[src/rtl/router_fsm_param_if.sv]
// Bus bundle between the router control FSM and its source / FIFO / register-block neighbours.
// The FSM sits on the slave modport; the surrounding datapath (or a bench) uses master.
interface router_fsm_param_if #(
    parameter int NUM_CH = 3,
    parameter int ADDR_W = 2
);
    // Handshake: the source holds pkt_valid and data_in stable while busy is high.
    // A header is accepted on any rising edge where detect_addr = 1 and pkt_valid = 1.
    // Payload bytes are written on every edge where wr_en_reg = 1.
    logic              pkt_valid;
    logic [ADDR_W-1:0] data_in;
    logic              fifo_full;
    logic [NUM_CH-1:0] fifo_empty;
    logic [NUM_CH-1:0] soft_rst;
    logic              parity_done;
    logic              low_pkt_valid;

    logic [ADDR_W-1:0] dest_sel;
    logic              detect_addr;
    logic              lfd_state;
    logic              ld_state;
    logic              laf_state;
    logic              full_state;
    logic              wr_en_reg;
    logic              rst_int_reg;
    logic              busy;
    logic              timeout_err;
    logic [3:0]        state;

    modport master (
        output pkt_valid, data_in, fifo_full, fifo_empty, soft_rst, parity_done, low_pkt_valid,
        input  dest_sel, detect_addr, lfd_state, ld_state, laf_state, full_state,
        input  wr_en_reg, rst_int_reg, busy, timeout_err, state
    );

    modport slave (
        input  pkt_valid, data_in, fifo_full, fifo_empty, soft_rst, parity_done, low_pkt_valid,
        output dest_sel, detect_addr, lfd_state, ld_state, laf_state, full_state,
        output wr_en_reg, rst_int_reg, busy, timeout_err, state
    );
endinterface

[src/rtl/router_fsm_param.sv]
// N-channel packet router control FSM with destination latch, soft-reset abort and drop of bad addresses.
// Optional wait-till-empty timeout is enabled by defining ROUTER_WAIT_TIMEOUT_EN.
module router_fsm_param #(
    parameter int NUM_CH       = 3,
    parameter int ADDR_W       = 2,
    parameter int WAIT_TIMEOUT = 30
) (
    input logic            clk,
    input logic            rst,
    router_fsm_param_if.slave bus
);

    typedef enum logic [3:0] {
        DECODE_ADDRESS     = 4'd0,
        LOAD_FIRST_DATA    = 4'd1,
        LOAD_DATA          = 4'd2,
        LOAD_PARITY        = 4'd3,
        FIFO_FULL_STATE    = 4'd4,
        LOAD_AFTER_FULL    = 4'd5,
        CHECK_PARITY_ERROR = 4'd6,
        WAIT_TILL_EMPTY    = 4'd7,
        DROP_PKT           = 4'd8
    } state_t;

    if (NUM_CH < 2 || NUM_CH > 16 || (2 ** ADDR_W) < NUM_CH || WAIT_TIMEOUT < 1) begin : g_bad_params
        $error("router_fsm_param: illegal parameter combination");
    end

    state_t            state_q;
    state_t            state_d;
    logic [ADDR_W-1:0] dest_sel_q;
    logic              detect_addr_q;
    logic              lfd_state_q;
    logic              ld_state_q;
    logic              laf_state_q;
    logic              full_state_q;
    logic              wr_en_reg_q;
    logic              rst_int_reg_q;
    logic              busy_q;

    logic hdr_in_range;
    logic hdr_empty;
    logic dest_empty;
    logic dest_soft_rst;
    logic wait_hit;

    // Channel lookups by loop so addresses beyond NUM_CH simply match nothing.
    always_comb begin
        hdr_in_range  = 1'b0;
        hdr_empty     = 1'b0;
        dest_empty    = 1'b0;
        dest_soft_rst = 1'b0;
        for (int i = 0; i < NUM_CH; i++) begin
            if (bus.data_in == ADDR_W'(i)) begin
                hdr_in_range = 1'b1;
                hdr_empty    = bus.fifo_empty[i];
            end
            if (dest_sel_q == ADDR_W'(i)) begin
                dest_empty    = bus.fifo_empty[i];
                dest_soft_rst = bus.soft_rst[i];
            end
        end
    end

`ifdef ROUTER_WAIT_TIMEOUT_EN
    localparam int CNT_W = $clog2(WAIT_TIMEOUT + 1);

    logic [CNT_W-1:0] wait_cnt_q;
    logic             timeout_err_q;

    // wait_cnt_q counts completed WAIT_TILL_EMPTY cycles; the last allowed cycle is the hit.
    assign wait_hit = (state_q == WAIT_TILL_EMPTY) && (wait_cnt_q == CNT_W'(WAIT_TIMEOUT - 1));

    always_ff @(posedge clk or posedge rst) begin
        if (rst) begin
            wait_cnt_q    <= '0;
            timeout_err_q <= 1'b0;
        end else begin
            if (state_q != WAIT_TILL_EMPTY)
                wait_cnt_q <= '0;
            else
                wait_cnt_q <= wait_cnt_q + CNT_W'(1);
            timeout_err_q <= (state_q == WAIT_TILL_EMPTY) && (state_d == DROP_PKT);
        end
    end

    assign bus.timeout_err = timeout_err_q;
`else
    assign wait_hit        = 1'b0;
    assign bus.timeout_err = 1'b0;
`endif

    always_comb begin
        state_d = state_q;
        unique case (state_q)
            DECODE_ADDRESS: begin
                if (bus.pkt_valid) begin
                    if (!hdr_in_range)  state_d = DROP_PKT;
                    else if (hdr_empty) state_d = LOAD_FIRST_DATA;
                    else                state_d = WAIT_TILL_EMPTY;
                end
            end
            LOAD_FIRST_DATA: state_d = LOAD_DATA;
            LOAD_DATA: begin
                if (bus.fifo_full)       state_d = FIFO_FULL_STATE;
                else if (!bus.pkt_valid) state_d = LOAD_PARITY;
            end
            FIFO_FULL_STATE: begin
                if (!bus.fifo_full) state_d = LOAD_AFTER_FULL;
            end
            LOAD_AFTER_FULL: begin
                if (bus.parity_done)        state_d = DECODE_ADDRESS;
                else if (bus.low_pkt_valid) state_d = LOAD_PARITY;
                else                        state_d = LOAD_DATA;
            end
            LOAD_PARITY: state_d = CHECK_PARITY_ERROR;
            CHECK_PARITY_ERROR: begin
                if (bus.fifo_full) state_d = FIFO_FULL_STATE;
                else               state_d = DECODE_ADDRESS;
            end
            WAIT_TILL_EMPTY: begin
                if (dest_empty)    state_d = LOAD_FIRST_DATA;
                else if (wait_hit) state_d = DROP_PKT;
            end
            DROP_PKT: begin
                if (!bus.pkt_valid) state_d = DECODE_ADDRESS;
            end
            default: state_d = DECODE_ADDRESS;
        endcase
        // A read timeout on the selected channel aborts whatever packet is in flight.
        if (state_q != DECODE_ADDRESS && dest_soft_rst)
            state_d = DECODE_ADDRESS;
    end

    // Outputs are decoded from the next state so they line up with the registered state.
    always_ff @(posedge clk or posedge rst) begin
        if (rst) begin
            state_q       <= DECODE_ADDRESS;
            dest_sel_q    <= '0;
            detect_addr_q <= 1'b1;
            lfd_state_q   <= 1'b0;
            ld_state_q    <= 1'b0;
            laf_state_q   <= 1'b0;
            full_state_q  <= 1'b0;
            wr_en_reg_q   <= 1'b0;
            rst_int_reg_q <= 1'b0;
            busy_q        <= 1'b0;
        end else begin
            state_q <= state_d;
            if (state_q == DECODE_ADDRESS && bus.pkt_valid)
                dest_sel_q <= bus.data_in;
            detect_addr_q <= (state_d == DECODE_ADDRESS);
            lfd_state_q   <= (state_d == LOAD_FIRST_DATA);
            ld_state_q    <= (state_d == LOAD_DATA);
            laf_state_q   <= (state_d == LOAD_AFTER_FULL);
            full_state_q  <= (state_d == FIFO_FULL_STATE);
            wr_en_reg_q   <= (state_d == LOAD_DATA) || (state_d == LOAD_AFTER_FULL) ||
                             (state_d == LOAD_PARITY);
            rst_int_reg_q <= (state_d == CHECK_PARITY_ERROR);
            busy_q        <= (state_d == LOAD_FIRST_DATA) || (state_d == FIFO_FULL_STATE) ||
                             (state_d == LOAD_AFTER_FULL) || (state_d == LOAD_PARITY) ||
                             (state_d == CHECK_PARITY_ERROR) || (state_d == WAIT_TILL_EMPTY);
        end
    end

    assign bus.dest_sel    = dest_sel_q;
    assign bus.detect_addr = detect_addr_q;
    assign bus.lfd_state   = lfd_state_q;
    assign bus.ld_state    = ld_state_q;
    assign bus.laf_state   = laf_state_q;
    assign bus.full_state  = full_state_q;
    assign bus.wr_en_reg   = wr_en_reg_q;
    assign bus.rst_int_reg = rst_int_reg_q;
    assign bus.busy        = busy_q;
    assign bus.state       = state_q;

endmodule

[src/flat_wrapper.sv]
// flat-port wrapper written by rule: the top's interface ports become plain ports
module router_fsm_param_flat 
#(
    parameter int NUM_CH       = 3,
    parameter int ADDR_W       = 2,
    parameter int WAIT_TIMEOUT = 30
)
  (clk, rst, bus_pkt_valid, bus_data_in, bus_fifo_full, bus_fifo_empty, bus_soft_rst, bus_parity_done, bus_low_pkt_valid, bus_dest_sel, bus_detect_addr, bus_lfd_state, bus_ld_state, bus_laf_state, bus_full_state, bus_wr_en_reg, bus_rst_int_reg, bus_busy, bus_timeout_err, bus_state);
  router_fsm_param_if #(.NUM_CH(NUM_CH), .ADDR_W(ADDR_W)) bus_i ();
  input logic clk;
  input logic rst;
  input wire logic [$bits(bus_i.pkt_valid)-1:0] bus_pkt_valid;
  input wire logic [$bits(bus_i.data_in)-1:0] bus_data_in;
  input wire logic [$bits(bus_i.fifo_full)-1:0] bus_fifo_full;
  input wire logic [$bits(bus_i.fifo_empty)-1:0] bus_fifo_empty;
  input wire logic [$bits(bus_i.soft_rst)-1:0] bus_soft_rst;
  input wire logic [$bits(bus_i.parity_done)-1:0] bus_parity_done;
  input wire logic [$bits(bus_i.low_pkt_valid)-1:0] bus_low_pkt_valid;
  output wire logic [$bits(bus_i.dest_sel)-1:0] bus_dest_sel;
  output wire logic [$bits(bus_i.detect_addr)-1:0] bus_detect_addr;
  output wire logic [$bits(bus_i.lfd_state)-1:0] bus_lfd_state;
  output wire logic [$bits(bus_i.ld_state)-1:0] bus_ld_state;
  output wire logic [$bits(bus_i.laf_state)-1:0] bus_laf_state;
  output wire logic [$bits(bus_i.full_state)-1:0] bus_full_state;
  output wire logic [$bits(bus_i.wr_en_reg)-1:0] bus_wr_en_reg;
  output wire logic [$bits(bus_i.rst_int_reg)-1:0] bus_rst_int_reg;
  output wire logic [$bits(bus_i.busy)-1:0] bus_busy;
  output wire logic [$bits(bus_i.timeout_err)-1:0] bus_timeout_err;
  output wire logic [$bits(bus_i.state)-1:0] bus_state;
  assign bus_i.pkt_valid = bus_pkt_valid;
  assign bus_i.data_in = bus_data_in;
  assign bus_i.fifo_full = bus_fifo_full;
  assign bus_i.fifo_empty = bus_fifo_empty;
  assign bus_i.soft_rst = bus_soft_rst;
  assign bus_i.parity_done = bus_parity_done;
  assign bus_i.low_pkt_valid = bus_low_pkt_valid;
  assign bus_dest_sel = bus_i.dest_sel;
  assign bus_detect_addr = bus_i.detect_addr;
  assign bus_lfd_state = bus_i.lfd_state;
  assign bus_ld_state = bus_i.ld_state;
  assign bus_laf_state = bus_i.laf_state;
  assign bus_full_state = bus_i.full_state;
  assign bus_wr_en_reg = bus_i.wr_en_reg;
  assign bus_rst_int_reg = bus_i.rst_int_reg;
  assign bus_busy = bus_i.busy;
  assign bus_timeout_err = bus_i.timeout_err;
  assign bus_state = bus_i.state;
  router_fsm_param #(.NUM_CH(NUM_CH), .ADDR_W(ADDR_W), .WAIT_TIMEOUT(WAIT_TIMEOUT)) u_core (.clk(clk), .rst(rst), .bus(bus_i));
endmodule
[config.mk]
export PLATFORM = sky130hd
export DESIGN_NAME = router_fsm_param_flat
export DESIGN_NICKNAME = d
export VERILOG_FILES = /design/src/rtl/router_fsm_param_if.sv /design/src/rtl/router_fsm_param.sv /design/src/flat_wrapper.sv
export SDC_FILE = /design/constraint.sdc
export NUM_CORES = 1
export LEC_CHECK = 0
export CELL_PAD_IN_SITES_DETAIL_PLACEMENT = 0
export CELL_PAD_IN_SITES_GLOBAL_PLACEMENT = 2
export CORE_MARGIN = 1.5
export CORE_UTILIZATION = 29
export CTS_BUF_LIST = sky130_fd_sc_hd__clkbuf_8
export CTS_CLUSTER_DIAMETER = 120
export CTS_CLUSTER_SIZE = 28
export DETAILED_ROUTE_END_ITERATION = 10
export PLACE_DENSITY_LB_ADDON = 0.1
export SYNTH_ARGS = -nofsm -noshare
export SYNTH_HDL_FRONTEND = slang
export SYNTH_SLANG_ARGS = --single-unit
[constraint.sdc]
create_clock -name clk -period 3.41 [get_ports clk]
set_input_delay 0.5115 -clock clk [delete_from_list [all_inputs] [get_ports clk]]
set_output_delay 0.5115 -clock clk [all_outputs]
set_load 0.005 [all_outputs]
; Yosys cells after proc, flatten, opt, wreduce, memory -nomap -nowiden
; Cells that the tools add are included.
; W data, S select, Z words.
[totals]
out_inout_bits = 15
register_bits = 14
wordCells = 68
input_bits = 14
[classes]
n_mux = 25
eq_ne = 19
n_reduce_logical = 14
[op_table]
columns = operator, count
row1 = $mux W4, 9
row2 = $pmux W4 S9, 1
row3 = $eq A4 B3 Y1 const B, 8
row4 = $eq A4 B2 Y1 const B, 4
row5 = $mux W1, 13
row6 = $eq A4 B1 Y1 const B, 2
row7 = $logic_not A4 Y1, 2
row8 = $logic_or A1 B1 Y1, 7
row9 = $mux W3, 2
row10 = $eq A2 B1 Y1 const B, 2
row11 = $eq A2 B2 Y1 const B, 2
row12 = $eq A4 B4 Y1 const B, 1
row13 = $logic_not A2 Y1, 2
row14 = $reduce_bool A4 Y1, 1
row15 = $logic_and A1 B1 Y1, 2

; Longest topological paths before layout
[depth]
word_depth = 15
ltp_mapped = 6
ltp_nobuf = 5

; Worst setup path after synthesis
; Ideal clock, no wire load.
[synth_timing]
kind = reg2reg
start = reg u_core.state_q[3], in the netlist u_core.bus.state[3]
end = reg u_core.dest_sel_q[0], in the netlist u_core.bus.dest_sel[0]
arrival_time_ns = 1.512
n_path_buf = 1
setup_ns = 0.125
required_time_ns = 3.285
stages_incl_launch_ff = 5
setup_slack_ns = 1.774
period_less_slack_ns = 1.636
cell_sequence = dfrtp_1 -> buf_2 -> nor3_1 -> and2_1 -> mux2_2
[synth_between]
elab_chain_len = 2
[synth_lines]
columns = element, line
row1 = "start, declared", router_fsm_param.sv:29  ; state_t state_q;
row2 = "start signal, assigned", router_fsm_param.sv:149  ; state_q <= state_d;
row3 = $logic_not A4 Y1, router_fsm_param.sv:150  ; if (state_q == DECODE_ADDRESS && bus.pkt_valid)
row4 = $logic_and A1 B1 Y1, router_fsm_param.sv:150
row5 = "end signal, assigned", router_fsm_param.sv:151  ; dest_sel_q <= bus.data_in;
row6 = "end, declared", router_fsm_param.sv:31  ; logic [ADDR_W-1:0] dest_sel_q;
; Every way passes these cells.
; A chain may end at the register's enable or synchronous reset.

; Final worst setup path
[layout_timing]
start = reg u_core.state_q[3], in the netlist u_core.bus.state[3]
end = out bus_state[3]
[layout_lines]
columns = element, line
row1 = "end, declared", flat_wrapper.sv:29  ; output wire logic [$bits(bus_i.state)-1:0] bus_state;
; No word-level cell between the ends.

==> summary.md <==
| Metric | Value |
|---|---|
| Detailed-route vias per instance | `4.779` |
| Worst Clk Skew | `0.003509 ns` |
| Peak supply drop | `0.4914 mV` |
| Via Count | `around 630` |
| Sequential area share after synthesis | `0.4418` |
| Maxcap violations | `0` |
| CP top delay family | `buffers and inverters` |
| Largest family of logic cells by synthesized area | `simple AND/OR/NAND/NOR gates` |
| Total clock sinks | `14` |
| Clock buffer depth | `2` |
| Total iterations of the first detailed-routing run | `4` |
| Post-synth top area share | `0.4088` |
| Worst R2R Start | `u_core.bus.state[3]` |
| Slew Viols, Final | `0` |
| Syn_area_per_cell | `roughly 11 µm²` |
| Cell count after placement | `127` |
| First-pass GRT wire length | `roughly 2.9 mm` |
| CP Data Arrival Time | `1.37 ns` |
| Detail Route Antenna Nets | `0` |
| Setup crit end | `bus_state[3]` |
| Unrepaired setup endpoints after global routing | `false` |
| Slew @ Worst Pin | `roughly 0.56 ns` |
| Commonest non-fill, non-tap cell in the layout | `clkdlybuf4s50_1` |
| Critical Path Start | `u_core.bus.state[3]` |
| Rel. slew slack | `0.6236` |
| Crit-path max FO | `10` |
| Worst Path Buf+Inv | `1` |
| Synthesis Warnings | `0` |
| Power Total | `0.9405 mW` |
| Cell taking the most area after synthesis | `dfrtp_1` |
| Crit path launch type | `flip-flop` |
| Cell variety after synth | `40` |
| Chip Height | `between 50 and 60 µm` |
| Core area | `~0.0025 mm²` |
| Total CTS buffers | `3` |
| Critical R2R Capture | `u_core.bus.dest_sel[0]` |
| Crit path required time | `2.90 ns` |
| Setup CP Type | `flip-flop to output pin` |
| Mapped Cells | `72` |
| Syn_nets | `86` |
| Gpl congestion | `0.7165` |
| Net count of the finished layout | `116` |
| Root Driver | `clkbuf_8` |
| Simple-gate share of the synthesized area | `0.2201` |
| Die width | `55.39 µm` |
| Leak Pwr | `approximately 0.46 nW` |
| P per Cell Area | `slightly above 800 mW/mm²` |
| Largest net degree at the start of global routing | `15` |
| DRC errors left | `0` |
| Largest register FFs | `4` |
| Detailed Route Iter0 Violations | `19` |
| Worst hold-check path type | `input port to asynchronous set/reset pin` |
| Final Hold Vio Count | `0` |
| Worst path max stage delay | `roughly 0.57 ns` |
| Commonest non-fill, non-tap cells in the layout | `clkdlybuf4s50_1, dfrtp_1, nor2_1` |
| TritonCTS clock tree | `done` |
| CP endpoint kind | `output pin` |
| H-tree depth | `1` |
| Crit-path slowest cell | `clkdlybuf4s50_1` |
| CTS Hold Bufs | `0` |
| Synthesized cell area | `795.8 µm²` |
| Compound-Gate Fraction of Synth Area | `0.1950` |
| R2R depth | `3` |
| Ys flop type | `dfrtp_1` |
| GRT Total Usage | `0.1187` |
| Setup repair bufs after CTS | `0` |
| Area Overhead vs Synth | `44.03%` |
| WP depth | `1` |
| Finished Layout Cells | `131` |
| Mux share of post-synthesis cell area | `0.09434` |
| Initial antenna violation count | `0` |
| Min Clock Period, post-route | `1.878 ns` |
| Status | `finished, final reports clean` |
| Xor and xnor fraction of the mapped netlist area | `0` |
| Clock latency on the worst-skew pair | `0.24 ns` |
| Tcrit/Tclk final | `0.5508` |
| EDFF count, synth | `0` |
| Register bit total from synthesis | `14` |
| Vias in the first global route | `594` |
| N_diodes | `0` |
| Final setup vio count | `0` |
| Total grt overflow | `0` |
| CTS resizes | `0` |
| Die Area | `between 0.003 and 0.004 mm²` |
| Post-DP HPWL | `1.366 mm` |
| Post-synthesis adder-cell area fraction | `0.01415` |
| Post-Route Setup TNS | `0 ns` |
| Async SR Flop Fraction | `1.000` |
| FP Rows | `18` |
| Crit path cell chain | `clkdlybuf4s50_1` |
| Fmax | `0.5324 GHz` |
| WL/cell | `between 10 and 15 µm` |
| Port Buffers | `27` |
| Top cells by area, synth | `dfrtp_1, a2111oi_4, mux2_2` |
| Starting density of the core | `0.3127` |
| Total wire length | `1.734 mm` |
| Worst reg-to-reg setup slack | `1.69 ns` |
| IO Count | `29` |
| Clock-pin transition on the worst setup and hold timing paths | `0.06 ns` |
| Layout cell share with drive strength beyond 1 | `0.2376` |
-- worst min-delay path by stage --
stage / slack (ns) / depth (start not counted) / to / startpoint
global route: 0.64 / 2 / u_core.bus.busy / rst
floorplan: 0.40 / 1 / u_core.bus.busy / rst
finish: 0.59 / 2 / u_core.bus.rst_int_reg / rst
CTS: 0.62 / 2 / u_core.bus.rst_int_reg / rst
global placement: 0.64 / 1 / u_core.bus.dest_sel[1] / u_core.bus.dest_sel[1]
detailed placement: 0.61 / 1 / u_core.bus.dest_sel[1] / u_core.bus.dest_sel[1]
-- where the power goes --
group	leakage (nW)	internal, mW	total (mW)	switching (mW)
sequential	0.180	0.237	0.302	0.0642
clock	0.0288	0.102	0.157	0.0551
combinational	0.250	0.276	0.482	0.206
total	0.459	0.615	0.940	0.325
-- per-layer routing --
layer / global-route usage / part of all wire
met1: 0.1586 / 0.48
met2: 0.1888 / 0.47
met3: 0.04684 / 0.052
met4: 0.01045 / 0
met5: 0 / 0
-- cell type report --
type / instances / area [µm²]
timing repair buffer: 27 / 270.3
clock buffer: 4 / 55.05
tap: 30 / 37.54
fill: 261 / 1399
inverter: 3 / 11.26
sequential: 14 / 351.6
multi-input combinational: 53 / 420.4
-- logic make-up after synthesis --
logic type	Yosys count
buf+inv	5
mux	7
fa+ha+maj	1
flops	14
other cells	1
simple gates	29
compound gates	15
-- stage by stage --
step           worst slack [ns]    util  hold WS, ns  cell area (µm²)
6_report                  1.532  0.4503       0.5945             1146
5_1_grt                   1.407  0.4503       0.6418             1146
4_1_cts                   1.518  0.4503       0.6159             1146
3_5_place_dp              1.275  0.4287       0.6116             1091
3_3_place_gp              1.272  0.4287       0.6426             1091
2_1_floorplan             1.774       -       0.4000            795.8
-- cell usage after synthesis, drive strengths merged (2+ instances only) --
| master | number |
|---|---|
| nand2b | 2 |
| nand2 | 3 |
| a21oi | 4 |
| buf | 2 |
| nor2b | 2 |
| or3 | 2 |
| dfrtp | 13 |
| nor2 | 8 |
| mux2i | 3 |
| mux2 | 4 |
| a2111oi | 2 |
| nor3 | 3 |
| inv | 3 |
Note: power is estimated with default switching activity, not from simulation.
